[config.mk]
export PLATFORM = sky130hd
export DESIGN_NAME = pwr_reg_target
export DESIGN_NICKNAME = d
export VERILOG_FILES = /design/src/rtl/pwr_reg_target.sv
export SDC_FILE = /design/constraint.sdc
export NUM_CORES = 1
export LEC_CHECK = 0
export CAP_MARGIN = 40
export CORE_AREA = 2 2 264 266
export DETAILED_ROUTE_END_ITERATION = 6
export DIE_AREA = 0 0 266 268
export GPL_TIMING_DRIVEN = 0
export PLACE_DENSITY_LB_ADDON = 0.3
export SYNTH_ARGS = -nofsm -noshare
export SYNTH_HDL_FRONTEND = slang
export SYNTH_SLANG_ARGS = --single-unit
[constraint.sdc]
create_clock -name clk -period 5.8 [get_ports clk]
set_input_delay 1.16 -clock clk [delete_from_list [all_inputs] [get_ports clk]]
set_output_delay 1.16 -clock clk [all_outputs]
set_load 0.01 [all_outputs]
[src/rtl/pwr_reg_target.sv]
// AXI-Lite responder for the power-control register bank. Independent read and
// write channels, byte-strobed writes, and a per-register write pulse.
module pwr_reg_target #(
  parameter int unsigned ADDR_WIDTH = 32,
  parameter int unsigned DATA_WIDTH = 32,
  parameter int unsigned REG_NUM    = 16,
  parameter logic [ADDR_WIDTH-1:0] BASE_ADDR = '0
) (
  input  logic                          clk,
  input  logic                          rst_n,
  input  logic [ADDR_WIDTH-1:0]         aw_addr,
  input  logic [2:0]                    aw_prot,
  input  logic                          aw_valid,
  output logic                          aw_ready,
  input  logic [DATA_WIDTH-1:0]         w_data,
  input  logic [DATA_WIDTH/8-1:0]       w_strb,
  input  logic                          w_valid,
  output logic                          w_ready,
  output logic [1:0]                    b_resp,
  output logic                          b_valid,
  input  logic                          b_ready,
  input  logic [ADDR_WIDTH-1:0]         ar_addr,
  input  logic [2:0]                    ar_prot,
  input  logic                          ar_valid,
  output logic                          ar_ready,
  output logic [DATA_WIDTH-1:0]         r_data,
  output logic [1:0]                    r_resp,
  output logic                          r_valid,
  input  logic                          r_ready,
  output logic [REG_NUM*DATA_WIDTH-1:0] reg_q,
  output logic [REG_NUM-1:0]            reg_wr_pulse
);

  localparam int unsigned IDX_W = (REG_NUM > 1) ? $clog2(REG_NUM) : 1;
  localparam logic [ADDR_WIDTH-1:0] SPAN = ADDR_WIDTH'(REG_NUM * 4);

  typedef enum logic {W_IDLE, W_RESP} w_state_e;
  typedef enum logic {R_IDLE, R_DATA} r_state_e;

  // Byte offset below SPAN covers exactly idx < REG_NUM, low address bits ignored.
  function automatic logic addr_ok(input logic [ADDR_WIDTH-1:0] a);
    return (a >= BASE_ADDR) && ((a - BASE_ADDR) < SPAN);
  endfunction

  function automatic logic [IDX_W-1:0] addr_idx(input logic [ADDR_WIDTH-1:0] a);
    return IDX_W'((a - BASE_ADDR) >> 2);
  endfunction

  w_state_e                w_state_q, w_state_d;
  r_state_e                r_state_q, r_state_d;
  logic                    aw_held_q, w_held_q;
  logic [ADDR_WIDTH-1:0]   aw_addr_q;
  logic [DATA_WIDTH-1:0]   w_data_q;
  logic [DATA_WIDTH/8-1:0] w_strb_q;
  logic [1:0]              b_resp_q, r_resp_q;
  logic [DATA_WIDTH-1:0]   r_data_q;
  logic [REG_NUM-1:0]      pulse_q, pulse_d;
  logic [DATA_WIDTH-1:0]   regs_q [REG_NUM];
  logic [DATA_WIDTH-1:0]   regs_d [REG_NUM];

  logic                    aw_hs, w_hs, ar_hs, wr_fire, wr_ok;
  logic [ADDR_WIDTH-1:0]   wr_addr;
  logic [DATA_WIDTH-1:0]   wr_data, wr_mask;
  logic [DATA_WIDTH/8-1:0] wr_strb;
  logic [IDX_W-1:0]        wr_idx;
  logic                    unused_prot;

  assign unused_prot = ^{aw_prot, ar_prot};

  // Readies come from state only; rst_n gating keeps them low while in reset.
  assign aw_ready = rst_n && (w_state_q == W_IDLE) && !aw_held_q;
  assign w_ready  = rst_n && (w_state_q == W_IDLE) && !w_held_q;
  assign ar_ready = rst_n && (r_state_q == R_IDLE);
  assign aw_hs    = aw_valid && aw_ready;
  assign w_hs     = w_valid && w_ready;
  assign ar_hs    = ar_valid && ar_ready;

  assign wr_addr = aw_held_q ? aw_addr_q : aw_addr;
  assign wr_data = w_held_q ? w_data_q : w_data;
  assign wr_strb = w_held_q ? w_strb_q : w_strb;
  assign wr_fire = (w_state_q == W_IDLE) && (aw_held_q || aw_hs) && (w_held_q || w_hs);
  assign wr_ok   = wr_fire && addr_ok(wr_addr);
  assign wr_idx  = addr_idx(wr_addr);

  genvar gi;
  generate
    for (gi = 0; gi < DATA_WIDTH/8; gi++) begin : g_mask
      assign wr_mask[8*gi +: 8] = {8{wr_strb[gi]}};
    end
    for (gi = 0; gi < REG_NUM; gi++) begin : g_reg
      logic sel;
      assign sel          = wr_ok && (wr_idx == IDX_W'(gi));
      assign regs_d[gi]   = sel ? ((regs_q[gi] & ~wr_mask) | (wr_data & wr_mask)) : regs_q[gi];
      assign pulse_d[gi]  = sel;
      assign reg_q[gi*DATA_WIDTH +: DATA_WIDTH] = regs_q[gi];
    end
  endgenerate

  always_comb begin
    w_state_d = w_state_q;
    case (w_state_q)
      W_IDLE:  if (wr_fire) w_state_d = W_RESP;
      W_RESP:  if (b_ready) w_state_d = W_IDLE;
      default: w_state_d = W_IDLE;
    endcase
  end

  always_comb begin
    r_state_d = r_state_q;
    case (r_state_q)
      R_IDLE:  if (ar_hs) r_state_d = R_DATA;
      R_DATA:  if (r_ready) r_state_d = R_IDLE;
      default: r_state_d = R_IDLE;
    endcase
  end

  always_ff @(posedge clk) begin
    if (!rst_n) begin
      w_state_q <= W_IDLE;
      aw_held_q <= 1'b0;
      w_held_q  <= 1'b0;
      aw_addr_q <= '0;
      w_data_q  <= '0;
      w_strb_q  <= '0;
      b_resp_q  <= 2'b00;
      pulse_q   <= '0;
    end else begin
      w_state_q <= w_state_d;
      if (aw_hs) aw_addr_q <= aw_addr;
      if (w_hs) begin
        w_data_q <= w_data;
        w_strb_q <= w_strb;
      end
      aw_held_q <= wr_fire ? 1'b0 : (aw_held_q || aw_hs);
      w_held_q  <= wr_fire ? 1'b0 : (w_held_q || w_hs);
      if (wr_fire) b_resp_q <= wr_ok ? 2'b00 : 2'b10;
      pulse_q   <= pulse_d;
    end
  end

  always_ff @(posedge clk) begin
    if (!rst_n) begin
      for (int i = 0; i < REG_NUM; i++) regs_q[i] <= '0;
    end else begin
      regs_q <= regs_d;
    end
  end

  // Read samples the bank before any same-cycle write lands.
  always_ff @(posedge clk) begin
    if (!rst_n) begin
      r_state_q <= R_IDLE;
      r_data_q  <= '0;
      r_resp_q  <= 2'b00;
    end else begin
      r_state_q <= r_state_d;
      if (ar_hs) begin
        r_data_q <= addr_ok(ar_addr) ? regs_q[addr_idx(ar_addr)] : '0;
        r_resp_q <= addr_ok(ar_addr) ? 2'b00 : 2'b10;
      end
    end
  end

  assign b_valid      = (w_state_q == W_RESP);
  assign b_resp       = b_resp_q;
  assign r_valid      = (r_state_q == R_DATA);
  assign r_data       = r_data_q;
  assign r_resp       = r_resp_q;
  assign reg_wr_pulse = pulse_q;

endmodule

==> run_results.csv <==
group,metric,value,unit
timing,setup_viol,0,
timing,whs,0.452,ns
synth,ys.flop_type,"dfxtp_1",
critical_path,crit_type,"in2out",
timing,hold_viol,0,
global_routing,grt_first_pass_wirelength,173000,um
critical_path,path_cells,"buf_2 > clkbuf_1 > clkbuf_1 > clkbuf_1 > nor2b_1 > clkdlybuf4s50_1",
synth,synth_area_leader_cell,"dfxtp_1",
global_routing,overflow,0,
global_routing,antenna_found_initial,13,
routing,wl,124000,um
power_and_ir_drop,ir_drop,226,uV
synth,synth_cells,2549,
cts,cts_tree,"built",
critical_path,arrival,4.04,ns
synth,synth_cell_types,39,
global_routing,grt_pass1_vias,23700,
synth,yosysMostFrequentCell,"nand2_1",
finish,layout-drive-gt1-share,13.9,%
critical_path,crit_path_frequent_cell,"clkbuf_1",
timing,max_freq,192,MHz
critical_path,slowest_stage,"clkbuf_1",
finish,area_growth,37.9,%
synth,yosys-top-cells-count,"nand2_1 (712), dfxtp_1 (632), mux2i_1 (512)",
timing,finalMaxSlewViolations,0,
timing,setup_tns,0,ns
timing,period_minus_slack,5.20,ns
timing,finalCritPeriodShare,89.7,%
timing,tightest_slew,1.00,ns
place,hpwl,95800,um
global_routing,grt_max_degree,13,
place,port_buffers,665,
routing,antenna_left,0,
cts,cts_setup_buffers,0,
routing,via_per_inst,5.69,
global_routing,track_usage,33.8,%
die,fp-row-count,96,
routing,wire_per_inst,28.9,um
power_and_ir_drop,powerDensity,248,nW/um^2
critical_path,cp_max_fo,10,
die,core-area,68200,sq um
cts,h-tree-depth,3,
die,ioPinCount,682,
synth,synth.area.top_cells,"dfxtp_1 (45%), mux2i_1 (18%), mux4_2 (13%)",
timing,maxSlewHeadroom,33.1,%
critical_path,worst_setup_path_start_kind,"primary input",
cts,clock-root-buffer,"clkbuf_16",
critical_path,critPathCaptureType,"output port",
die,die_w,266,um
flow_run,drv_cap,0,
synth,ys_seq_area_share,44.5,%
critical_path,required,4.64,ns
routing,detail_route.drc_violations,0,
die,die_h,268,um
finish,nNetsFinal,3453,
timing,rsz0062_at_grt,"false",
run_status,status,"finished, final reports clean",
synth,netlist_area,28400,sq um
timing,fin_skew,0.0243,ns
critical_path,crit_family,"buffers and inverters",
critical_path,critPathBufInv,5,
min_path,hold_class,"reg2reg",
routing,drt_iter0_drc,2033,
routing,vias,24400,
synth,synthArstFlopShare,0,%
cts,path_clk_slew,0.06,ns
place,gp_congestion,0.905,
critical_path,slowest_delay,0.70,ns
cts,clk_latency,0.62,ns
power_and_ir_drop,leakagePower,16.4,nW
synth,yosysWarnings,0,
synth,yosys.area.top_type_share,44.5,%
cts,cts_made_buffers,71,
synth,synth-seq-cells,632,
synth,postSynthAreaPerCell,11.2,sq um
die,dieArea,71300,sq um
cts,cts_hold_buf,0,
synth,synth_edf_count,0,
die,start_util,41.7,%
cts,cts_resized,0,
cts,clock_path_buffers,3,
routing,drt-pass1-iter-count,5,
cts,cts.sinks,632,
final cells by class:
type	instances	area [sq um]
Inverter	37	139
Sequential cell	632	12700
Buffer	198	815
Clock inverter	17	221
Clock buffer	107	2100
Antenna cell	11	27.5
Tap cell	882	1100
Fill cell	5870	29000
Timing Repair Buffer	717	7300
Multi-Input combinational cell	1683	14800
worst reg2reg max path: cells and delay by family, from the launching register on:
| kind | cells | cell delay (ns) |
|---|---|---|
| buffers and inverters | 2 | 1.04 |
| AND/OR/NAND/NOR | 3 | 0.92 |
| flip-flops | 1 | 0.44 |
| AO/OA/AOI/OAI | 1 | 0.34 |
| multiplexers | 1 | 0.23 |
routing by layer:
metal / vias up / share of wire (%) / wire length, um / GRT usage [%]
li1: 10600 / - / - / -
met2: 1209 / 48 / 59600 / 57.5
met3: 277 / 7.9 / 9820 / 7.11
met5: - / 0.020 / 25 / 0
met1: 12300 / 39 / 48500 / 41.6
met4: 4 / 4.6 / 5750 / 14.3
per-stage QoR:
step	util [%]	cells	instance area (sq um)	total power, mW	worst slack (ns)
after floorplan	-	2550	28400	4.88	2.29
after global placement	53.0	4097	36200	5.20	0.508
after detailed placement	54.0	4148	36800	5.25	0.514
after CTS	57.4	4272	39100	9.73	0.506
after global routing	57.4	4283	39200	9.95	0.438
final	57.4	4284	39200	9.72	0.596
layout by cell type, fill, tap and decap left out, types with 33 or more instances in the layout:
cell	netlist	final
a21boi_0	67	67
clkbuf_1	149	167
clkbuf_16	0	72
clkdlybuf4s50_1	0	665
dfxtp_1	632	632
inv_1	37	37
mux2_2	36	36
mux2i_1	512	512
mux4_2	160	160
nand2_1	712	712
o211ai_4	60	60
o21ai_0	33	33
logic make-up after synthesis:
group,after synthesis,synth area share [%]
flops,632,44.5
other cells,1,0.0132
simple gates,778,11.2
buf+inv,235,3.35
mux,708,32.1
compound gates,195,8.85
worst paths after layout:
check,start,endpoint,slack (ns),cells after the start
worst max register to register,aw_held_q,flip-flop,2.72,7
worst min register to register,r_data[25],r_data[25],0.45,2
worst min-delay path,r_data[25],r_data[25],0.45,2
worst max-delay path,rst_n,ar_ready,0.60,6
where the power goes:
group	total [mW]	internal, mW	leakage [nW]	switching (mW)
Sequential	4.38	4.37	5.10	0.0169
Combinational	0.775	0.255	10.1	0.521
Clock	4.57	2.65	1.14	1.92
Total	9.72	7.27	16.4	2.45
(Power assumes the default switching activity.)
